### src/rtl/video_timing_pkg.sv
// rtl/video_timing_pkg.sv - shared raster types and 1280x720@60 timing constants
package video_timing_pkg;

  localparam int POS_W = 12;
  typedef logic signed [POS_W-1:0] pos_t;

  localparam int HRES  = 1280;
  localparam int HFP   = 110;
  localparam int HSYNC = 40;
  localparam int HBP   = 220;
  localparam int VRES  = 720;
  localparam int VFP   = 5;
  localparam int VSYNC = 5;
  localparam int VBP   = 20;

  localparam int H_TOTAL = HRES + HFP + HSYNC + HBP;
  localparam int V_TOTAL = VRES + VFP + VSYNC + VBP;

  localparam logic HS_POL = 1'b1;
  localparam logic VS_POL = 1'b1;

  // Blanking is negative so the first active coordinate is 0.
  function automatic int blank_start(input int fp, input int sync, input int bp);
    return -(fp + sync + bp);
  endfunction

endpackage

### src/rtl/video_timing_gen_if.sv
// rtl/video_timing_gen_if.sv - shared video raster interface (position, flags, syncs)
interface video_timing_gen_if;
  import video_timing_pkg::*;

  pos_t        hpos;
  pos_t        vpos;
  logic        active;
  logic        hsync;
  logic        vsync;
  logic        fsync;
  logic        lsync;
  logic [15:0] frame_cnt;

  modport master (
    output hpos, vpos, active, hsync, vsync, fsync, lsync, frame_cnt
  );

  modport slave (
    input hpos, vpos, active, hsync, vsync, fsync, lsync, frame_cnt
  );

endinterface

### src/rtl/vtg_axis_counter.sv
// rtl/vtg_axis_counter.sv - one signed wrapping raster axis counter with next-value decode
module vtg_axis_counter
  import video_timing_pkg::*;
#(
  parameter pos_t START   = '0,
  parameter pos_t END     = '0,
  parameter pos_t SYNC_LO = '0,
  parameter pos_t SYNC_HI = '0
) (
  input  logic clk_i,
  input  logic rst_i,
  input  logic en_i,
  output pos_t pos_o,
  output logic wrap_o,
  output logic act_nxt_o,
  output logic sync_nxt_o
);

  pos_t cnt_q;
  pos_t cnt_d;
  logic wrap;

  // Next count plus decodes of that next value, so the owner can register
  // flags that line up with the position they describe.
  always_comb begin
    wrap       = en_i && (cnt_q == END);
    cnt_d      = cnt_q;
    if (en_i) begin
      cnt_d = wrap ? START : cnt_q + pos_t'(1);
    end
    act_nxt_o  = ~cnt_d[$bits(pos_t)-1];
    sync_nxt_o = (cnt_d >= SYNC_LO) && (cnt_d < SYNC_HI);
  end

  // Resting at END means the first enabled edge after reset lands on START.
  always_ff @(posedge clk_i or posedge rst_i) begin
    if (rst_i) begin
      cnt_q <= END;
    end else begin
      cnt_q <= cnt_d;
    end
  end

  assign pos_o  = cnt_q;
  assign wrap_o = wrap;

endmodule

### src/rtl/video_timing_gen.sv
// rtl/video_timing_gen.sv - raster timing generator; VTG_FRAME_CNT_EN enables frame_cnt
module video_timing_gen #(
  parameter int   HRES   = video_timing_pkg::HRES,
  parameter int   HFP    = video_timing_pkg::HFP,
  parameter int   HSYNC  = video_timing_pkg::HSYNC,
  parameter int   HBP    = video_timing_pkg::HBP,
  parameter int   VRES   = video_timing_pkg::VRES,
  parameter int   VFP    = video_timing_pkg::VFP,
  parameter int   VSYNC  = video_timing_pkg::VSYNC,
  parameter int   VBP    = video_timing_pkg::VBP,
  parameter logic HS_POL = video_timing_pkg::HS_POL,
  parameter logic VS_POL = video_timing_pkg::VS_POL,
  parameter int   POS_W  = video_timing_pkg::POS_W
) (
  input  logic                      pixel_clk,
  input  logic                      rst,
  video_timing_gen_if.master        vid
);
  import video_timing_pkg::*;

  localparam int H_START = blank_start(HFP, HSYNC, HBP);
  localparam int V_START = blank_start(VFP, VSYNC, VBP);
  localparam int HS_LO   = H_START + HFP;
  localparam int HS_HI   = HS_LO + HSYNC;
  localparam int VS_LO   = V_START + VFP;
  localparam int VS_HI   = VS_LO + VSYNC;
  localparam int POS_MAX = 2 ** (POS_W - 1) - 1;
  localparam int POS_MIN = -(2 ** (POS_W - 1));

  if (POS_W != $bits(pos_t)) begin : g_chk_width
    $error("video_timing_gen: POS_W does not match pos_t width");
  end
  if (H_START < POS_MIN || V_START < POS_MIN) begin : g_chk_start
    $error("video_timing_gen: blanking start does not fit in POS_W");
  end
  if (HRES > POS_MAX || VRES > POS_MAX) begin : g_chk_res
    $error("video_timing_gen: active resolution does not fit in POS_W");
  end

  logic h_wrap, h_act_nxt, h_sync_nxt;
  logic v_wrap, v_act_nxt, v_sync_nxt;

  vtg_axis_counter #(
    .START   (pos_t'(H_START)),
    .END     (pos_t'(HRES - 1)),
    .SYNC_LO (pos_t'(HS_LO)),
    .SYNC_HI (pos_t'(HS_HI))
  ) u_hcnt (
    .clk_i      (pixel_clk),
    .rst_i      (rst),
    .en_i       (1'b1),
    .pos_o      (vid.hpos),
    .wrap_o     (h_wrap),
    .act_nxt_o  (h_act_nxt),
    .sync_nxt_o (h_sync_nxt)
  );

  vtg_axis_counter #(
    .START   (pos_t'(V_START)),
    .END     (pos_t'(VRES - 1)),
    .SYNC_LO (pos_t'(VS_LO)),
    .SYNC_HI (pos_t'(VS_HI))
  ) u_vcnt (
    .clk_i      (pixel_clk),
    .rst_i      (rst),
    .en_i       (h_wrap),
    .pos_o      (vid.vpos),
    .wrap_o     (v_wrap),
    .act_nxt_o  (v_act_nxt),
    .sync_nxt_o (v_sync_nxt)
  );

  logic active_q, hsync_q, vsync_q, fsync_q, lsync_q;
  logic active_d, hsync_d, vsync_d, fsync_d, lsync_d;

  // Flags for the pixel the counters are about to show. v_wrap already
  // implies h_wrap, so it alone marks the first pixel of the next frame.
  always_comb begin
    active_d = h_act_nxt & v_act_nxt;
    hsync_d  = h_sync_nxt ? HS_POL : ~HS_POL;
    vsync_d  = v_sync_nxt ? VS_POL : ~VS_POL;
    lsync_d  = h_wrap;
    fsync_d  = v_wrap;
  end

  // Flag registers, updated on the same edge as the counters.
  always_ff @(posedge pixel_clk or posedge rst) begin
    if (rst) begin
      active_q <= 1'b0;
      hsync_q  <= ~HS_POL;
      vsync_q  <= ~VS_POL;
      fsync_q  <= 1'b0;
      lsync_q  <= 1'b0;
    end else begin
      active_q <= active_d;
      hsync_q  <= hsync_d;
      vsync_q  <= vsync_d;
      fsync_q  <= fsync_d;
      lsync_q  <= lsync_d;
    end
  end

  assign vid.active = active_q;
  assign vid.hsync  = hsync_q;
  assign vid.vsync  = vsync_q;
  assign vid.fsync  = fsync_q;
  assign vid.lsync  = lsync_q;

`ifdef VTG_FRAME_CNT_EN
  logic [15:0] frame_cnt_q, frame_cnt_d;

  // Counts alongside fsync so the first frame already reads 1.
  always_comb begin
    frame_cnt_d = fsync_d ? frame_cnt_q + 16'd1 : frame_cnt_q;
  end

  // Frame counter register; wraps naturally at 16 bits.
  always_ff @(posedge pixel_clk or posedge rst) begin
    if (rst) begin
      frame_cnt_q <= 16'h0000;
    end else begin
      frame_cnt_q <= frame_cnt_d;
    end
  end

  assign vid.frame_cnt = frame_cnt_q;
`else
  assign vid.frame_cnt = 16'h0000;
`endif

endmodule

### src/flat_wrapper.sv
// flat-port wrapper written by rule: the top's interface ports become plain ports
module video_timing_gen_flat import video_timing_pkg::*;
#(
  parameter int   HRES   = video_timing_pkg::HRES,
  parameter int   HFP    = video_timing_pkg::HFP,
  parameter int   HSYNC  = video_timing_pkg::HSYNC,
  parameter int   HBP    = video_timing_pkg::HBP,
  parameter int   VRES   = video_timing_pkg::VRES,
  parameter int   VFP    = video_timing_pkg::VFP,
  parameter int   VSYNC  = video_timing_pkg::VSYNC,
  parameter int   VBP    = video_timing_pkg::VBP,
  parameter logic HS_POL = video_timing_pkg::HS_POL,
  parameter logic VS_POL = video_timing_pkg::VS_POL,
  parameter int   POS_W  = video_timing_pkg::POS_W
)
  (pixel_clk, rst, vid_hpos, vid_vpos, vid_active, vid_hsync, vid_vsync, vid_fsync, vid_lsync, vid_frame_cnt);
  video_timing_gen_if vid_i ();
  input  logic pixel_clk;
  input  logic rst;
  output wire logic [$bits(vid_i.hpos)-1:0] vid_hpos;
  output wire logic [$bits(vid_i.vpos)-1:0] vid_vpos;
  output wire logic [$bits(vid_i.active)-1:0] vid_active;
  output wire logic [$bits(vid_i.hsync)-1:0] vid_hsync;
  output wire logic [$bits(vid_i.vsync)-1:0] vid_vsync;
  output wire logic [$bits(vid_i.fsync)-1:0] vid_fsync;
  output wire logic [$bits(vid_i.lsync)-1:0] vid_lsync;
  output wire logic [$bits(vid_i.frame_cnt)-1:0] vid_frame_cnt;
  assign vid_hpos = vid_i.hpos;
  assign vid_vpos = vid_i.vpos;
  assign vid_active = vid_i.active;
  assign vid_hsync = vid_i.hsync;
  assign vid_vsync = vid_i.vsync;
  assign vid_fsync = vid_i.fsync;
  assign vid_lsync = vid_i.lsync;
  assign vid_frame_cnt = vid_i.frame_cnt;
  video_timing_gen #(.HRES(HRES), .HFP(HFP), .HSYNC(HSYNC), .HBP(HBP), .VRES(VRES), .VFP(VFP), .VSYNC(VSYNC), .VBP(VBP), .HS_POL(HS_POL), .VS_POL(VS_POL), .POS_W(POS_W)) u_core (.pixel_clk(pixel_clk), .rst(rst), .vid(vid_i));
endmodule
### config.mk
export PLATFORM = sky130hd
export DESIGN_NAME = video_timing_gen_flat
export DESIGN_NICKNAME = d
export VERILOG_FILES = /design/src/rtl/video_timing_pkg.sv /design/src/rtl/video_timing_gen_if.sv /design/src/rtl/vtg_axis_counter.sv /design/src/rtl/video_timing_gen.sv /design/src/flat_wrapper.sv
export SDC_FILE = /design/constraint.sdc
export NUM_CORES = 1
export LEC_CHECK = 0
export BUFFER_PORTS_ARGS = -buffer_cell sky130_fd_sc_hd__buf_4
export CORE_MARGIN = 2
export CORE_UTILIZATION = 52
export DETAILED_ROUTE_END_ITERATION = 10
export MAX_ROUTING_LAYER = met4
export PLACE_DENSITY = 0.84
export RECOVER_POWER = 100
export SLEW_MARGIN = 20
export SYNTH_ARGS = -nofsm -noshare
export SYNTH_HDL_FRONTEND = slang
export SYNTH_SLANG_ARGS = --single-unit
### constraint.sdc
create_clock -name pixel_clk -period 2.6 [get_ports pixel_clk]
set_clock_uncertainty 0.05 [all_clocks]
set_input_delay 0.52 -clock pixel_clk [delete_from_list [all_inputs] [get_ports pixel_clk]]
set_output_delay 0.52 -clock pixel_clk [all_outputs]
set_load 0.02 [all_outputs]
# ---- Word level (Yosys, flattened, before mapping)
# Index checks and enable logic that the tools add are counted.
dict set report op_classes {
  eq_ne 2
  n_bitwise 3
  muxes 5
  n_addsub 2
  order_cmp 4
  n_reduce_logical 3
}
# operator count
set ops {}
lappend ops {{12-bit two-way mux} 3}
lappend ops {{12-bit by 2-bit adder with 12-bit output, second input constant} 2}
lappend ops {{12-bit by 11-bit equality test with 1-bit output, second input constant} 1}
lappend ops {{12-bit equality test, second input constant} 1}
lappend ops {{12-bit by 10-bit >= comparator with 1-bit output, second input constant} 1}
lappend ops {{12-bit by 6-bit >= comparator with 1-bit output, second input constant} 1}
lappend ops {{12-bit by 6-bit < comparator with 1-bit output, second input constant} 1}
lappend ops {{12-bit by 9-bit < comparator with 1-bit output, second input constant} 1}
lappend ops {{1-bit logical AND} 3}
lappend ops {{1-bit two-way mux} 2}
lappend ops {{1-bit inverter} 2}
lappend ops {{1-bit bitwise AND} 1}
dict set report totals {
  wordCells 26
  out_inout_bits 45
  inputBits 2
  reg_bits 29
}

# ---- Depth between registers and ports, before layout
# Gate-level depths: netlist of the first run.
dict set report logic_depth {
  depth_word 7
  depth_mapped 10
  mapped_depth_nobuf 8
}

# ---- Modules after synthesis
# From an unflattened synthesis of the first run, not the netlist that was laid out.
dict set report hier_totals {
  hier_cells 200
  hier_area_um2 1890.6
}
# module cells_each seq_area_each_um2 area_each_um2 instances
set by_module_without_submodules {}
lappend by_module_without_submodules {{vtg_axis_counter at u_core.u_hcnt} 93 311.5 840.8 1}
lappend by_module_without_submodules {{vtg_axis_counter at u_core.u_vcnt} 82 309.0 787.0 1}
lappend by_module_without_submodules {video_timing_gen 25 125.1 262.8 1}

# ---- Least setup slack after synthesis of the first run
# OpenSTA, ideal clock, no wires.
dict set report synth_timing {
  path_kind {flip-flop to flip-flop}
  startpoint {register u_core.u_hcnt.cnt_q[0] (netlist: u_core.u_hcnt.pos_o[0])}
  endpoint {register u_core.vsync_q (netlist: u_core.vid.vsync)}
  stages_incl_launch_ff 8
  setup_ns 0.096
  n_path_buf 0
  t_arrival_ns 2.120
  slack_ns 0.335
  period_less_slack_ns 2.265
  cell_sequence {dfstp_2 ha_1 and3_1 nand3_4 nor2_4 nand3_2 or3b_1 a311oi_2}
}
dict set report synth_via {
  elab_chain_len 7
  word_cells_on_any_way 8
  cone_classes {2 x order compare; 1 x eq/ne; 3 x mux; 2 x reduce/logical}
}
# element line
set synth_rtl {}
lappend synth_rtl {{from (decl)} vtg_axis_counter.sv:19} ;# pos_t cnt_q;
lappend synth_rtl {{from (signal assigned)} vtg_axis_counter.sv:40} ;# cnt_q <= cnt_d;
lappend synth_rtl {{12-bit equality test (*)} vtg_axis_counter.sv:26} ;# wrap = en_i && (cnt_q == END);
lappend synth_rtl {{1-bit logical AND} vtg_axis_counter.sv:26}
lappend synth_rtl {{12-bit two-way mux} vtg_axis_counter.sv:29} ;# cnt_d = wrap ? START : cnt_q + pos_t'(1);
lappend synth_rtl {{12-bit two-way mux (*)} vtg_axis_counter.sv:28} ;# if (en_i) begin
lappend synth_rtl {{12-bit by 6-bit >= comparator with 1-bit output / 12-bit by 6-bit < comparator with 1-bit output (equally long branches)} vtg_axis_counter.sv:32} ;# sync_nxt_o = (cnt_d >= SYNC_LO) && (cnt_d < SYNC_HI);
lappend synth_rtl {{1-bit logical AND (*)} vtg_axis_counter.sv:32}
lappend synth_rtl {{net u_core.u_vcnt.sync_nxt_o} vtg_axis_counter.sv:16} ;# output logic sync_nxt_o
lappend synth_rtl {{1-bit two-way mux (*)} video_timing_gen.sv:81} ;# vsync_d = v_sync_nxt ? VS_POL : ~VS_POL;
lappend synth_rtl {{to (signal assigned)} video_timing_gen.sv:91} ;# vsync_q <= ~VS_POL;
lappend synth_rtl {{to (signal assigned)} video_timing_gen.sv:97} ;# vsync_q <= vsync_d;
lappend synth_rtl {{to (decl)} video_timing_gen.sv:73} ;# logic active_q, hsync_q, vsync_q, fsync_q, lsync_q;
# The timed path passes the listed nets; every way through them passes the cells marked *.

# ---- Worst setup path after layout of the first run
# Same ends and word-level chain as after synthesis.

==> impl_metrics.ini, run 1 <==
[clock_tree]
numCtsBuffers = 5
cts_resized = 0
htree_levels = 2
cts_tree = yes
cts-root-buf = clkbuf_4
postCtsSetupBuffers = 0
clkTransAtPathRegs_ns = 0.09
worstSkewPairLatency_ns = 0.33
cts_buffer_depth = 2
postCtsHoldBufs = 0
cts.sinks = 29

[detailed_routing]
met3_length_um = 235
wl_met2_um = 1740
highest-signal-layer = met4
drt-total-wl_um = 3660
postRouteAntennaNets = 0
wl_met1_um = 1600
num_vias = 1463
drc = 0
drt-vias-per-instance = 5.52
drt_first_pass_iters = 4
wl_per_cell_um = 13.8
drt_iter0_drc = 135

[final_layout]
final_util_pct = 59.9
nNetsFinal = 222
final_cell_mix = 22 x nand2_1, 19 x clkbuf_1, 17 x buf_4
final_common_cell = nand2_1
drive_above_1_share_pct = 16.0
area_delta_synth_final_pct = 12.1
diodes = 0

[timing]
tightest_slew_ns = 1.53
period_minus_slack_ns = 2.42
min_period_over_period_pct = 93.1
rsz0062_at_grt = no
slew_headroom_pct = -2.20
setup-violations-final = 0
max_freq_ghz = 0.413
fin_setup_tns_ns = 0
maxSlewViolCount = 30
hold_viol = 0

[synthesis]
synth_cells = 185
synth_flop_cell = dfstp_2
synth_edf_count = 0
ys_async_sr_fraction_pct = 100
syn_area_mm2 = 0.00176
yosysWarnings = 0
synth-seq-area-share_pct = 42.5
syn_area_per_cell_um2 = 9.49
ys_seq_elements = 29
synth_cell_types = 50

[job]
timing.max_cap.violations = 1

[critical_path]
endpoint = u_core.vid.vsync
critical_path.max_fanout = 10
crit_start = u_core.u_hcnt.pos_o[0]
reg2reg_slack_ns = 0.18
endpoint_kind = register
r2r_start = u_core.u_hcnt.pos_o[0]
r2r_cells = 7
start_kind = register
cp.arrival_ns = 2.62
rr_endpoint = u_core.vid.vsync
path_class = register to register
cp.required_ns = 2.80

[placement]
gp_congestion = 0.878
dpl.hpwl_um = 2580
port_buffers = 30

[global_route]
antenna_found_initial = 0
grt_max_degree = 30
grt_pass1_wl_um = 6250
grt_pass1_vias = 1344
grt_overflow_total = 0
grtUsageTotal_pct = 21.0

[power_and_ir_drop]
ir_drop_mv = 0.257
power.leakage_nw = 0.834
power_density_mw_per_mm2 = 392

[floorplan]
core_area_mm2 = 0.00328
start_util_pct = 53.4
die_area_mm2 = 0.00386
placementRows = 21
die_x_um = 62.1
die_h_um = 62.1
pin_count = 47

[hold_path]
hp-class = register to register

[run_status]
status = finished with violations
violations = capacitance limit, slew limit
## sequential cells by signal (all words and copies together) (netlist names)
signal               cells
u_core.u_vcnt.pos_o     12
u_core.vid.lsync         1
u_core.vid.fsync         1
u_core.vid.vsync         1
u_core.u_hcnt.pos_o     12
u_core.vid.active        1
u_core.vid.hsync         1
## synthesized netlist by cell type (2+ instances only)
library cell / instances / area, um^2
and4_1: 4 / 35.0
inv_1: 6 / 22.5
dfrtp_1: 13 / 325
xnor2_1: 8 / 70.1
o21ai_0: 10 / 50.1
dfstp_2: 16 / 420
and2_1: 3 / 18.8
and3_1: 5 / 31.3
nand3_2: 2 / 20.0
nand3_1: 6 / 30.0
nand2_1: 22 / 82.6
a31oi_1: 2 / 12.5
xor2_1: 4 / 35.0
clkbuf_1: 2 / 7.51
ha_1: 2 / 25.0
or3_1: 2 / 12.5
a21oi_1: 8 / 40.0
buf_2: 5 / 25.0
nor2_1: 6 / 22.5
buf_4: 17 / 128
nand4_1: 13 / 81.3
## per-stage QoR
stage          worst slack [ns]  power [mW]  instances  hold slack, ns  instance area [um^2]
2_1_floorplan             0.335       0.505        200           0.483                  1810
6_report                  0.179       0.771        265           0.517                  1970
3_3_place_gp              0.326       0.491        257           0.468                  1970
3_5_place_dp              0.214       0.491        257           0.469                  1970
5_1_grt                  0.0156       0.805        265           0.540                  1970
4_1_cts                   0.157       0.781        265           0.203                  2030
## worst min path at each step
stage / from / end / slack, ns / cells past startpoint
finish: u_core.u_hcnt.pos_o[0] / u_core.u_hcnt.pos_o[0] / 0.52 / 1
global route: u_core.u_hcnt.pos_o[6] / u_core.u_hcnt.pos_o[6] / 0.54 / 1
CTS: rst / u_core.vid.lsync / 0.20 / 3
detailed placement: u_core.u_vcnt.pos_o[1] / u_core.u_vcnt.pos_o[1] / 0.47 / 2
global placement: u_core.u_hcnt.pos_o[10] / u_core.u_hcnt.pos_o[10] / 0.47 / 1
floorplan: u_core.u_vcnt.pos_o[0] / u_core.u_vcnt.pos_o[0] / 0.48 / 2
## per-layer routing
metal,up-vias,global-route usage [%]
li1,699,-
met1,699,26.7
met2,56,32.5
met3,9,5.80
met4,0,7.22
met5,-,-
## critical path: stages (launching register included)
cell      delay, ns
dfstp_2        0.59
ha_1           0.25
and3_1         0.30
nand3_4        0.19
nor2_4         0.22
nand3_2        0.10
or3b_1         0.39
a311oi_2       0.25
## cell families (layout without fill, tap and decap cells)
kind of cell	count (synthesis)	in the layout	synth area share (%)
compound gates	32	32	12.0
flops	29	29	42.5
fa+ha+maj	2	2	1.43
mux	1	1	0.641
xor+xnor	12	12	5.99
other cells	1	16	0.214
simple gates	77	77	26.6
buf+inv	31	50	10.6
## cell type report
class,instances,area (um^2)
tap,46,57.6
sequential,29,746
multi-input combinational,140,880
fill,296,1320
inverter,7,27.5
clock buffer,8,58.8
timing repair buffer,35,199
## where the power goes
| group | total [mW] | internal [mW] | switching [mW] |
|---|---|---|---|
| logic | 0.0303 | 0.00124 | 0.0291 |
| registers | 0.451 | 0.451 | 0 |
| clock network | 0.290 | 0.133 | 0.157 |
| total | 0.771 | 0.585 | 0.186 |
Power figures use the tool's default switching activity.
==> inputs of run 2 (changes only) <==
Settings changed: CORE_ASPECT_RATIO set to 0.75.
==> impl_metrics.ini, run 2 (synthesis results as in run 1) <==
[run_status]
status = complete, no violations

[clock_tree]
cts-root-buf = clkbuf_8
numCtsBuffers = 5
htree_levels = 2
cts.sinks = 29
cts_tree = yes
clkTransAtPathRegs_ns = 0.07
cts_buffer_depth = 2
postCtsSetupBuffers = 0
worstSkewPairLatency_ns = 0.28

[hold_path]
hold-path-cell-count = 1
hp-class = register to register

[critical_path]
critical_path.max_fanout = 10
cp.arrival_ns = 2.60
endpoint_kind = register
start_kind = register
cp.required_ns = 2.74
r2r_cells = 7
path_class = register to register

[global_route]
grt_pass1_vias = 1214
grt_pass1_wl_um = 5840
grt_overflow_total = 0
grt_max_degree = 30
grtUsageTotal_pct = 20.8
antenna_found_initial = 0

[detailed_routing]
postRouteAntennaNets = 0
wl_per_cell_um = 14.6
drt-total-wl_um = 3740
drt_first_pass_iters = 4
drt_iter0_drc = 109
num_vias = 1431
drt-vias-per-instance = 5.59
drc = 0

[final_layout]
area_delta_synth_final_pct = 13.2
n_fill_cell = 295
multi_input_area_um2 = 875
diodes = 0
final_common_cell = nand2_1
drive_above_1_share_pct = 17.6
final_cell_mix = 22 x nand2_1, 17 x buf_4, 16 x conb_1
seqCellArea_um2 = 746
nNetsFinal = 219

[floorplan]
placementRows = 18
die_h_um = 54.3
pin_count = 47
core_area_mm2 = 0.00327
start_util_pct = 53.8
die_area_mm2 = 0.00386
die_x_um = 71.1

[timing]
tightest_slew_ns = 1.46
slew_headroom_pct = 2.40
hold-worst-slack_ns = 0.492
min_period_over_period_pct = 94.7
setup-violations-final = 0
period_minus_slack_ns = 2.46
hold_viol = 0
max_freq_ghz = 0.406
maxSlewViolCount = 0
rsz0062_at_grt = no
fin_setup_tns_ns = 0

[power_and_ir_drop]
ir_drop_mv = 0.342
power_density_mw_per_mm2 = 451
power.leakage_nw = 0.851

[job]
timing.max_cap.violations = 0

[placement]
port_buffers = 30
dpl.hpwl_um = 2690
gp_congestion = 0.875
run 2: repair_timing:
action                     in CTS  in global routing
gates resized for setup         0                  1
hold buffers                    0                  0
setup endpoints to repair       0                  1
run 2: final timing paths:
| check | endpoint | from | slack (ns) |
|---|---|---|---|
| max reg2reg | u_core.vid.vsync | u_core.u_hcnt.pos_o[0] | 0.14 |
| min reg2reg | u_core.u_hcnt.pos_o[4] | u_core.u_hcnt.pos_o[4] | 0.49 |
| min in group asynchronous | u_core.u_vcnt.pos_o[5] | rst | 0.68 |
| max in group asynchronous | u_core.u_vcnt.pos_o[10] | rst | 0.96 |
| max | u_core.vid.vsync | u_core.u_hcnt.pos_o[0] | 0.14 |
| min | u_core.u_hcnt.pos_o[4] | u_core.u_hcnt.pos_o[4] | 0.49 |
run 2: where the power goes:
part	switching [mW]	internal (mW)
sequential	0	0.451
combinational	0.0286	0.00124
clock	0.176	0.239
run 2: metal layers:
metal | global-route usage, % | share of wire, % | vias up
li1 | - | - | 688
met1 | 28.4 | 47 | 700
met2 | 30.2 | 46 | 37
met3 | 4.97 | 5.8 | 6
met4 | 8.49 | 0.94 | 0
met5 | - | 0 | -
run 2: through the flow:
step	util (%)	std cells	power [mW]	cell area (um^2)	worst slack, ns
after CTS	62.6	256	0.909	2040	0.178
after global routing	60.8	256	0.926	1990	0.0131
after detailed placement	59.5	248	0.491	1940	0.177
final	60.8	256	0.896	1990	0.138
after floorplan	-	200	0.505	1810	0.335
after global placement	59.5	248	0.491	1940	0.306
run 2: critical path, stage by stage (launching register included):
cell and delay (ns):
dfstp_2 0.58, ha_1 0.24, and3_1 0.31, nand3_4 0.18, nor2_4 0.22, nand3_1 0.13
or3b_1 0.40, a311oi_2 0.26
run 2: final cells by class:
class	instances	area share, %
clock inverters	1	0.252
repair buffers	32	9.45
well taps	40	2.52
inverters	7	1.39
flip-flops and latches	29	37.5
multi-input cells	140	44.0
clock buffers	7	4.85
